## src/rtl/muls_pkg.sv

```systemverilog
// Shared types and elaboration helpers for the iterative multiplier.
package muls_pkg;

    typedef enum logic [1:0] {
        IDLE = 2'd0,
        BUSY = 2'd1,
        DONE = 2'd2
    } state_t;

    function automatic int steps_of(input int width, input int unroll);
        return width / unroll;
    endfunction

    function automatic int cnt_width(input int width, input int unroll);
        return $clog2(steps_of(width, unroll) + 1);
    endfunction

    function automatic bit params_ok(input int width, input int unroll);
        return (width >= 4) && (unroll >= 1) && (width % unroll == 0) &&
               (unroll == 1 || unroll == 2 || unroll == 4 || unroll == width);
    endfunction

endpackage

```

## src/rtl/muls_pp_step.sv

```systemverilog
// One cycle's worth of partial-product rows, summed into a single signed addend.
module muls_pp_step
    import muls_pkg::*;
#(
    parameter int WIDTH  = 16,
    parameter int UNROLL = 1
) (
    input  logic [2*WIDTH-1:0] i_mcand,
    input  logic [UNROLL-1:0]  i_bits,
    input  logic               i_last,
    input  logic               i_b_signed,
    output logic [2*WIDTH-1:0] o_addend
);

    logic [2*WIDTH-1:0] w_sum;

    // The top multiplier bit of a signed b carries weight -2^(WIDTH-1).
    always_comb begin
        w_sum = '0;
        for (int j = 0; j < UNROLL; j++) begin
            if (i_bits[j]) begin
                if (i_last && i_b_signed && (j == UNROLL - 1))
                    w_sum = w_sum - (i_mcand << j);
                else
                    w_sum = w_sum + (i_mcand << j);
            end
        end
    end

    assign o_addend = w_sum;

endmodule

```

## src/rtl/muls_iter.sv

```systemverilog
// Iterative signed/unsigned multiplier, UNROLL multiplier bits retired per cycle.
module muls_iter
    import muls_pkg::*;
#(
    parameter int WIDTH  = 16,
    parameter int UNROLL = 1
) (
    input  logic               clk,
    input  logic               rst,
    input  logic               in_valid,
    output logic               in_ready,
    input  logic [WIDTH-1:0]   a,
    input  logic [WIDTH-1:0]   b,
    input  logic               a_signed,
    input  logic               b_signed,
    output logic               out_valid,
    input  logic               out_ready,
    output logic [2*WIDTH-1:0] y
);

    localparam int STEPS = steps_of(WIDTH, UNROLL);
    localparam int CW    = cnt_width(WIDTH, UNROLL);

    if (!params_ok(WIDTH, UNROLL)) begin : g_bad_params
        $error("muls_iter: illegal WIDTH/UNROLL combination");
    end

    state_t             r_state, w_state_nxt;
    logic [CW-1:0]      r_cnt;
    logic [2*WIDTH-1:0] r_mcand, r_acc, w_addend, w_a_ext;
    logic [WIDTH-1:0]   r_b, w_b_nxt;
    logic               r_b_signed;
    logic               w_last, w_accept;

    assign w_last   = (r_cnt == CW'(STEPS - 1));
    assign w_accept = in_valid && in_ready;
    assign w_a_ext  = a_signed ? {{WIDTH{a[WIDTH-1]}}, a} : {{WIDTH{1'b0}}, a};
    assign y        = r_acc;

    // Multiplier bits are consumed from the LSB end; a single-step config has nothing left to shift.
    if (UNROLL < WIDTH) begin : g_bshift
        assign w_b_nxt = {{UNROLL{1'b0}}, r_b[WIDTH-1:UNROLL]};
    end else begin : g_bnoshift
        assign w_b_nxt = '0;
    end

    muls_pp_step #(
        .WIDTH (WIDTH),
        .UNROLL(UNROLL)
    ) u_step (
        .i_mcand   (r_mcand),
        .i_bits    (r_b[UNROLL-1:0]),
        .i_last    (w_last),
        .i_b_signed(r_b_signed),
        .o_addend  (w_addend)
    );

    always_comb begin
        w_state_nxt = r_state;
        in_ready    = 1'b0;
        out_valid   = 1'b0;
        case (r_state)
            IDLE: begin
                in_ready = 1'b1;
                if (in_valid) w_state_nxt = BUSY;
            end
            BUSY: begin
                if (w_last) w_state_nxt = DONE;
            end
            DONE: begin
                out_valid = 1'b1;
                if (out_ready) w_state_nxt = IDLE;
            end
            default: w_state_nxt = IDLE;
        endcase
    end

    always_ff @(posedge clk) begin
        if (rst) begin
            r_state    <= IDLE;
            r_cnt      <= '0;
            r_acc      <= '0;
            r_mcand    <= '0;
            r_b        <= '0;
            r_b_signed <= 1'b0;
        end else begin
            r_state <= w_state_nxt;
            if (w_accept) begin
                r_mcand    <= w_a_ext;
                r_b        <= b;
                r_b_signed <= b_signed;
                r_acc      <= '0;
                r_cnt      <= '0;
            end else if (r_state == BUSY) begin
                r_acc   <= r_acc + w_addend;
                r_cnt   <= r_cnt + 1'b1;
                r_mcand <= r_mcand << UNROLL;
                r_b     <= w_b_nxt;
            end
        end
    end

endmodule

```

## config.mk

```make
export PLATFORM = sky130hd
export DESIGN_NAME = muls_iter
export DESIGN_NICKNAME = d
export VERILOG_FILES = /design/src/rtl/muls_pkg.sv /design/src/rtl/muls_pp_step.sv /design/src/rtl/muls_iter.sv
export SDC_FILE = /design/constraint.sdc
export NUM_CORES = 1
export LEC_CHECK = 0
export ABC_AREA = 0
export CAP_MARGIN = 20
export CORE_MARGIN = 2
export CORE_UTILIZATION = 55
export DETAILED_ROUTE_END_ITERATION = 6
export GPL_TIMING_DRIVEN = 0
export PLACE_DENSITY_LB_ADDON = 0.3
export SLEW_MARGIN = 20
export SYNTH_ARGS = -nofsm -noshare
export SYNTH_HDL_FRONTEND = slang
export SYNTH_SLANG_ARGS = --single-unit
```

## constraint.sdc

```tcl
create_clock -name clk -period 4.9 [get_ports clk]
set_clock_uncertainty 0.1 [all_clocks]
set_input_delay 0.735 -clock clk [delete_from_list [all_inputs] [get_ports clk]]
set_output_delay 0.735 -clock clk [all_outputs]
set_load 0.02 [all_outputs]
```

==> impl_metrics.toml <==
[finish]
fillers = 909
postLayoutCoreUtil_pct = 67.2
nNetsFinal = 917
drive_gt1_share_pct = 4.36
diodes = 0
multi_input_area_um2 = 3820
final_cell_mix = "nand2_1 (108), a21oi_1 (108), dfxtp_1 (88)"
fin_area_um2 = 6910
area_delta_synth_final_pct = 19.2
area.sequential_um2 = 1760
instances_no_fill = 985

[hold_path]
worstHoldPathType = "flip-flop to flip-flop"

[timing]
fin_tns_setup_ps = 0
final-setup-viol-count = 0
worst_hold_slack_ps = 364
timing.slew.headroom_pct = 49.7
final-max-slew-violation-count = 0
finalHoldViolCount = 0
fin_crit_ps = 4650
tightest_slew_ps = 755
period_share_pct = 94.9
rsz0062_at_grt = "no"
max_freq_mhz = 215

[flow_run]
cap_violations = 0

[synth]
yosys.area.top_type = "dfxtp_1"
syn-num-nets = 836
ys_warn_count = 0
async_flop_share_pct = 0
syn_area_per_cell_um2 = 7.59
synth_edf_count = 0
yosysSeqAreaShare_pct = 30.4
netlist.area_leader.share_pct = 30.4
ys.flop_type = "dfxtp_1"
ys_seq_elements = 88
synth.area.top_cells = "dfxtp_1 (30%), a21oi_1 (9.4%), ha_1 (7.3%)"
synthCells = 763
netlist_area_um2 = 5790
yosys.cell_types.count = 57

[setup_path]
cp.arrival_ps = 4860
max_stage_delay_ps = 590
cp-end-kind = "flip-flop"
path_class = "flip-flop to flip-flop"
crit_slowest_cell = "or4_4"
critPathRequiredTime_ps = 5110
start_kind = "flip-flop"
cp_max_fo = 8
crit_chain = "or4_4, nor4_4, and2_2, inv_1, o21ai_0, xor2_1, nor2b_1, ha_1, and4_1, a32oi_1, o211ai_1, or3b_2, o211ai_2, a31oi_1, or4_1, a21oi_1"

[grt]
grt_usage_pct = 28.2
grt_pass1_wl_um = 25700
grt_pass1_vias = 5516
grt_max_degree = 17
grt_overflow_total = 0
antenna_found_initial = 0

[power_and_ir_drop]
powerDensity_nw_per_um2 = 246
leakage_nw = 2.81
ir_drop_uv = 193

[cts]
clk_latency_ps = 370
cts_tree = "done"
cts_buffer_depth = 2
htreeDepth = 3
hold_buffers = 0
clock_sinks = 88
path_clk_slew_ps = 100
cts_buffers = 9
root_buffer = "clkbuf_8"

[floorplan]
die_x_um = 107
rows = 37
dieHeight_um = 107
coreArea_um2 = 10300
start_util_pct = 56.4
io_pins = 72
fp.dieArea_um2 = 11400

[placement]
dp_cells = 969
port_buffers = 70
gp_congestion = 0.910
place_hpwl_um = 12100
place_area_um2 = 6670

[status]
status = "complete, no violations"

[detailed_routing]
vias_per_cell = 5.92
drt_iter0_markers = 270
routed_wl_um = 15800
ant_nets = 0
vias = 5835
wl_per_cell_um = 16.0
dr.pass1.iters = 5
post-route-drc-count = 0
-- synthesized netlist by cell type, drive strengths merged (23+ instances only) --
cell type,instances
a21oi,109
a22oi,32
and2,29
clkbuf,42
dfxtp,88
ha,34
nand2,108
nor2,56
nor3,28
o21ai,23
xnor2,23
xor2,27
-- final cells by class --
cell class	instances	area share, %
Buffer	47	2.63
Clock buffer	9	1.79
Clock inverter	7	1.47
Inverter	12	0.652
Multi-Input combinational cell	616	55.4
Sequential cell	88	25.5
Tap cell	136	2.46
Timing Repair Buffer	70	10.1
-- critical path, delay by kind of cell, from the launching register on --
family,cells,cell delay [ps]
AND/OR/NAND/NOR,7,2560
AO/OA/AOI/OAI,6,980
flip-flops,1,380
adder cells (fa/ha/maj),1,370
XOR/XNOR,1,160
buffers and inverters,1,50
-- cell families (layout without fill, tap and decap cells) --
group           Yosys count  count (layout)  synth area share (%)
buf+inv                  59             145                  3.87
fa+ha+maj                35              35                  7.69
flops                    88              88                  30.4
mux                       1               1                 0.173
simple gates            293             293                  24.7
compound gates          237             237                  25.6
xor+xnor                 50              50                  7.56
-- path summary, 6_finish.rpt --
kind                                 from                  end  slack, ps  cells past startpoint
setup / recovery  r_mcand[5]$_SDFFE_PP0P_   y[31]$_SDFFE_PP0P_        250                     16
hold / removal        r_b[3]$_SDFFE_PP0P_  r_b[3]$_SDFFE_PP0P_        360                      2
setup reg to reg  r_mcand[5]$_SDFFE_PP0P_   y[31]$_SDFFE_PP0P_        250                     16
hold reg to reg       r_b[3]$_SDFFE_PP0P_  r_b[3]$_SDFFE_PP0P_        360                      2
-- routing by layer --
layer  up-vias  part of all wire [%]  GRT usage, %
met4         0                   2.2          10.1
met3        29                   6.0          4.50
met1      2701                    44          35.8
met5         -                     0             0
met2       216                    48          48.4
li1       2889                     -             -
-- metrics by stage --
stage	worst slack (ps)	total power, mW
CTS	131	1.69
floorplan	743	1.01
detailed placement	150	1.12
finish	249	1.70
global route	48.3	1.77
global placement	236	1.11
-- power breakdown --
group | internal (mW) | switching [mW]
registers | 0.753 | 0.0476
clock network | 0.293 | 0.290
logic | 0.128 | 0.189
total | 1.17 | 0.526
-- sequential cells by signal, summed over array words and instances (netlist names) --
signal,cells
y,32
r_state,2
r_mcand,32
r_b_signed,1
r_cnt,5
r_b,16
-- what timing repair did --
item	in CTS	in global routing
buffers inserted	0	0
resized for setup	0	8
endpoints found under the setup margin	0	4
Power figures use the tool's default switching activity.
